[config.mk]
export PLATFORM = sky130hd
export DESIGN_NAME = ad9914_timing_gen
export DESIGN_NICKNAME = d
export VERILOG_FILES = /design/src/rtl/ad9914_timing_gen.sv
export SDC_FILE = /design/constraint.sdc
export NUM_CORES = 1
export LEC_CHECK = 0
export ABC_AREA = 1
export BUFFER_PORTS_ARGS = -buffer_cell sky130_fd_sc_hd__buf_2
export CAP_MARGIN = 20
export CORE_MARGIN = 4
export CORE_UTILIZATION = 50
export DETAILED_ROUTE_END_ITERATION = 6
export GPL_ROUTABILITY_DRIVEN = 0
export HOLD_SLACK_MARGIN = 0.05
export PLACE_DENSITY = 0.73
export SYNTH_ARGS = -nofsm -noshare
export SYNTH_HDL_FRONTEND = slang
export SYNTH_SLANG_ARGS = --single-unit
[constraint.sdc]
create_clock -name clk -period 15.7 [get_ports clk]
set_input_delay 0 -clock clk [delete_from_list [all_inputs] [get_ports clk]]
set_output_delay 0 -clock clk [all_outputs]
set_load 0.02 [all_outputs]
[src/rtl/ad9914_timing_gen.sv]
// ad9914_timing_gen
// Burst timing generator for the AD9914 strobe set. A start pulse latches and
// sanitises a burst configuration, fires the profile/CT update strobes, then
// plays N pulse-repetition periods of pre-trigger followed by sweep trigger.
// Every output is a register fed from next-state values, so inputs never reach
// an output combinationally.
module ad9914_timing_gen #(
    parameter int UPD_W = 4
) (
    input  logic        clk,
    input  logic        rst,
    input  logic        start,
    input  logic        abort,
    input  logic [31:0] prt_cycles,
    input  logic [15:0] pre_lead,
    input  logic [31:0] trig_high,
    input  logic [15:0] pulse_count,
    input  logic        ct_req,
    input  logic [31:0] ct_period_in,
    output logic        ad9914_update_1,
    output logic        ad9914_update_2,
    output logic        ad9914_pre_trig_1,
    output logic        ad9914_trig_1,
    output logic [31:0] ct_period,
    output logic        busy,
    output logic        done
);

    typedef enum logic [1:0] {IDLE, CFG, UPDATE, RUN} state_t;

    localparam logic [4:0]  UPD_LAST = 5'(UPD_W - 1);
    localparam logic [31:0] UPD_LEN  = 32'(UPD_W);

    state_t      state, state_nxt;
    logic [31:0] pc, pc_nxt;
    logic [15:0] idx, idx_nxt;
    logic [4:0]  upd_cnt, upd_cnt_nxt;
    logic        done_nxt;

    logic [31:0] prt_l, trig_l;
    logic [15:0] pre_l, count_l;
    logic        ct_req_l;
    logic        accept;

    logic [15:0] pl_v;
    logic [32:0] p_v, thm_v, room_v, th_v;
    logic [15:0] pl;
    logic [32:0] p, th;
    logic [32:0] trig_end;

    logic upd1_nxt, upd2_nxt, pre_nxt, trig_nxt, busy_nxt;

    assign accept = (state == IDLE) && start && !abort;

    // Capture the raw burst configuration and CT period when a start is accepted
    always_ff @(posedge clk) begin
        if (rst) begin
            prt_l     <= '0;
            pre_l     <= '0;
            trig_l    <= '0;
            count_l   <= '0;
            ct_req_l  <= 1'b0;
            ct_period <= '0;
        end else if (accept) begin
            prt_l     <= prt_cycles;
            pre_l     <= pre_lead;
            trig_l    <= trig_high;
            count_l   <= pulse_count;
            ct_req_l  <= ct_req;
            ct_period <= ct_period_in;
        end
    end

    // Clamp lead, period and trigger width so the pulse shape is always legal
    always_comb begin
        pl_v   = (pre_l < 16'd24) ? 16'd24 : pre_l;
        p_v    = ({1'b0, prt_l} < ({17'd0, pl_v} + 33'd2)) ? ({17'd0, pl_v} + 33'd2)
                                                            : {1'b0, prt_l};
        thm_v  = (trig_l == 32'd0) ? 33'd1 : {1'b0, trig_l};
        room_v = p_v - {17'd0, pl_v} - 33'd1;
        th_v   = (thm_v < room_v) ? thm_v : room_v;
    end

    // Register the sanitised values during the single CFG cycle
    always_ff @(posedge clk) begin
        if (rst) begin
            pl <= '0;
            p  <= '0;
            th <= '0;
        end else if (state == CFG) begin
            pl <= pl_v;
            p  <= p_v;
            th <= th_v;
        end
    end

    // State and counter registers
    always_ff @(posedge clk) begin
        if (rst) begin
            state   <= IDLE;
            pc      <= '0;
            idx     <= '0;
            upd_cnt <= '0;
        end else begin
            state   <= state_nxt;
            pc      <= pc_nxt;
            idx     <= idx_nxt;
            upd_cnt <= upd_cnt_nxt;
        end
    end

    // Next-state logic: sequencing through update, periods and completion
    always_comb begin
        state_nxt   = state;
        pc_nxt      = pc;
        idx_nxt     = idx;
        upd_cnt_nxt = upd_cnt;
        done_nxt    = 1'b0;
        case (state)
            IDLE: begin
                if (accept) begin
                    state_nxt = CFG;
                end
            end
            CFG: begin
                state_nxt   = UPDATE;
                upd_cnt_nxt = '0;
            end
            UPDATE: begin
                if (upd_cnt == UPD_LAST) begin
                    state_nxt = RUN;
                    pc_nxt    = '0;
                    idx_nxt   = '0;
                end else begin
                    upd_cnt_nxt = upd_cnt + 5'd1;
                end
            end
            RUN: begin
                if ({1'b0, pc} == (p - 33'd1)) begin
                    idx_nxt = idx + 16'd1;
                    pc_nxt  = '0;
                    if ((count_l != 16'd0) && (idx_nxt == count_l)) begin
                        state_nxt = IDLE;
                        done_nxt  = 1'b1;
                    end
                end else begin
                    pc_nxt = pc + 32'd1;
                end
            end
            default: begin
                state_nxt = IDLE;
            end
        endcase
        if (abort && (state != IDLE)) begin
            state_nxt   = IDLE;
            done_nxt    = 1'b0;
            pc_nxt      = '0;
            idx_nxt     = '0;
            upd_cnt_nxt = '0;
        end
    end

    // Output decode from the upcoming state so the strobes land in their own cycle
    always_comb begin
        trig_end = {17'd0, pl} + th;
        busy_nxt = (state_nxt != IDLE);
        upd1_nxt = (state_nxt == UPDATE);
        upd2_nxt = (state_nxt == UPDATE) && ct_req_l;
        pre_nxt  = (state_nxt == RUN) && (pc_nxt < UPD_LEN);
        trig_nxt = (state_nxt == RUN) && ({1'b0, pc_nxt} >= {17'd0, pl})
                   && ({1'b0, pc_nxt} < trig_end);
    end

    // Output registers
    always_ff @(posedge clk) begin
        if (rst) begin
            ad9914_update_1   <= 1'b0;
            ad9914_update_2   <= 1'b0;
            ad9914_pre_trig_1 <= 1'b0;
            ad9914_trig_1     <= 1'b0;
            busy              <= 1'b0;
            done              <= 1'b0;
        end else begin
            ad9914_update_1   <= upd1_nxt;
            ad9914_update_2   <= upd2_nxt;
            ad9914_pre_trig_1 <= pre_nxt;
            ad9914_trig_1     <= trig_nxt;
            busy              <= busy_nxt;
            done              <= done_nxt;
        end
    end

endmodule

==> summary.md <==
| Metric | Value |
|---|---|
| CTS tree | `built` |
| Post-CTS sizing | `0` |
| CP startpoint kind | `flip-flop` |
| Mapped Area | `~0.019 mm2` |
| Max_cap viols | `0` |
| DR vias/cell | `5.57` |
| Lkg Pwr | `between 10 and 15 nW` |
| Critical path's most frequent cell | `nand2_1` |
| Worst EP required | `16.14 ns` |
| Drt total wl | `just under 60 mm` |
| Synth warn | `0` |
| CP arrival | `9.36 ns` |
| DRT antenna net count | `0` |
| WS Path Type | `reg -> reg` |
| DRT Pass-1 Iters | `5` |
| Hold Crit Class | `in -> reg` |
| Pwr dens | `between 90 and 100 mW/mm2` |
| Clock Skews | `0.0185 ns` |
| WL/cell | `between 15 and 20 um` |
| Fin crit share | `between 50% and 60%` |
| First-pass GRT wire length | `95.5 mm` |
| H-tree level count | `1` |
| Dpl hpwl | `43.4 mm` |
| Placed Instances | `between 3k and 4k` |
| Post-cts hold buffer count | `132` |
| Synthesized instance count | `approximately 2.9k` |
| Final Hold Fails | `0` |
| Total track usage | `between 20% and 30%` |
| Critical-path maximum fanout | `33` |
| Fill count | `about 3.3k` |
| Fin crit period | `about 8.9 ns` |
| DIE AREA | `0.0405 mm2` |
| Register area share after synthesis | `29.1%` |
| Synth Register Bits | `271` |
| DRT iter0 DRCs | `~1.8k` |
| Buffer count from post-CTS setup fixing | `0` |
| Worst skew pair latency | `about 0.60 ns` |
| Antenna violations before repair | `1` |
| Max clock buf depth | `3` |
| Synth cell types | `between 50 and 60` |
| Register area | `between 0.005 and 0.006 mm2` |
| Core area | `0.0367 mm2` |
| I/O Pins | `between 150 and 200` |
| Die Y | `201 um` |
| Clock Pin Slew Worst Setup and Hold Paths | `0.06 ns` |
| Commonest non-fill, non-tap cell in the layout | `nand2_1` |
| Max IR drop VDD | `about 0.091 mV` |
| Area contributors post-synth | `dfxtp_1 29%, nand2_1 12%, ha_1 8.7%` |
| Clock tree sinks | `approximately 270` |
| Finish-stage setup viols | `0` |
| Nets@finish | `between 3k and 4k` |
| Setup TNS | `0 ns` |
| Syn Area/Cell | `approximately 6.5 um2` |
| Critical Path Sink Type | `flip-flop` |
| Drt drc | `0` |
| Slew at the pin with the worst max-slew slack | `between 0.9 and 1 ns` |
| Util after Layout | `60.0%` |
| IO buf count | `170` |
| Chip width | `slightly above 200 um` |
| Final number of max-transition violations | `0` |
| Synthesis-to-finish area growth | `17.9%` |
| Tot Pwr | `around 0.0022 W` |
| Largest net degree at the start of global routing | `134` |
| Layout cells sized above 1 | `about a tenth` |
| Vias in the first global route | `19.2k` |
| Headroom to the max-slew limit | `33.2%` |
| Initial Util | `about half` |
| Delay of the slowest cell on the worst path | `roughly 0.52 ns` |
| Inserted Clock Buffers | `31` |
| Rows | `70` |
| RSZ-0062 raised after global routing | `no` |
| GRT overflow | `0` |
| Syn_nets | `about 3.1k` |
| Root Buffer | `clkbuf_16` |
| Peak Freq | `between 100 and 150 MHz` |
| Final non-filler cell total | `approximately 3.6k` |
| Yosys top cell area share | `between 20 and 30%` |
| Routed vias | `19.9k` |
| Slowest CP cell | `inv_2` |
| Multi-input logic area | `around 0.011 mm2` |
| Most frequent cells in the layout | `577 x nand2_1, 371 x nor2_1, 329 x inv_1` |
| Cell taking the most area after synthesis | `dfxtp_1` |
| Status | `finished clean` |
[flip-flops by register name, summed over array words and instances, names as in the netlist]
register,count
trig_l,32
ad9914_update_1,1
pc,32
prt_l,32
state,2
idx,16
busy,1
pl,16
done,1
ad9914_pre_trig_1,1
ct_period,32
p,32
ad9914_trig_1,1
upd_cnt,5
th,33
count_l,16
ct_req_l,1
pre_l,16
ad9914_update_2,1
[cells by family (layout without fill, tap and decap cells)]
family / after synthesis / in the layout / share of synthesized area, %
flops: 271 / 271 / 29.1
xor+xnor: 113 / 113 / 5.37
fa+ha+maj: 132 / 132 / 8.93
buf+inv: 477 / 711 / 9.92
simple gates: 1322 / 1322 / 30.9
other cells: 0 / 1 / 0
compound gates: 560 / 560 / 15.8
[worst paths after layout]
path                           from  slack [ns]  cells after the start                    endpoint
max          pre_l[15]$_SDFFE_PP0P_        6.78                     54         th[25]$_SDFFE_PP0P_
min reg2reg     th[32]$_SDFFE_PP0P_        0.45                      2         th[32]$_SDFFE_PP0P_
max reg2reg  pre_l[15]$_SDFFE_PP0P_        6.78                     54         th[25]$_SDFFE_PP0P_
min                ct_period_in[30]        0.16                      4  ct_period[30]$_SDFFE_PP0P_
[cell usage after synthesis (all sizes together)]
| cell | instances |
|---|---|
| a21oi | 256 |
| dfxtp | 271 |
| nand3b | 15 |
| a21o | 3 |
| and3 | 4 |
| nor3b | 1 |
| clkinv | 3 |
| or2 | 11 |
| ha | 130 |
| fa | 2 |
| a211oi | 10 |
| clkbuf | 115 |
| and2 | 7 |
| a31oi | 4 |
| o211ai | 11 |
| o22ai | 4 |
| xnor2 | 30 |
| o221a | 1 |
| xnor3 | 1 |
| nand4 | 73 |
| o21a | 2 |
| o2111a | 1 |
| o211a | 4 |
| nand2 | 592 |
| nor3 | 50 |
| o221ai | 1 |
| buf | 21 |
| nor4 | 14 |
| xor2 | 82 |
| o21ai | 255 |
| inv | 338 |
| nor2 | 392 |
| o21bai | 5 |
| nand3 | 163 |
| a21boi | 3 |
[per-stage QoR]
step | area [um2] | worst slack, ns | hold slack [ns]
floorplan | 18700 | 8.74 | 0.135
global route | 22000 | 5.78 | 0.171
global placement | 19600 | 7.47 | 0.222
CTS | 22000 | 6.99 | 0.143
finish | 22000 | 6.78 | 0.157
detailed placement | 19600 | 7.01 | 0.230
[routing by layer]
layer  part of all wire (%)  vias up  track usage [%]
met5                  0.024        -                0
met1                     42     9133             36.3
met2                     46      806             47.8
met3                    7.2      163             3.17
li1                       -     9829                -
met4                    4.0        2             11.0
[power breakdown]
group	internal (W)	total [W]	switching [W]
Combinational	0.000226	0.000639	0.000413
Clock	0.000437	0.000746	0.000309
Sequential	0.000728	0.000768	0.0000404
Total	0.00139	0.00215	0.000762
[critical path: cells and delay by family (launching register included)]
family | cells | cell delay [ns]
and+or+nand+nor | 34 | 4.28
adders and majority gates | 5 | 1.57
AOI/OAI and AO/OA | 9 | 1.20
xor gates and xnor gates | 2 | 0.36
DFF | 1 | 0.43
buffers and inverters | 4 | 0.84
[final cells by class]
cell class	count	area share, %
timing repair buffer	312	10.2
clock inverter	18	0.892
multi-input combinational	2127	51.8
tap	468	2.66
clock buffer	40	3.91
inverter	341	5.85
sequential	271	24.6
antenna	1	0.0114
(Power assumes the default switching activity.)
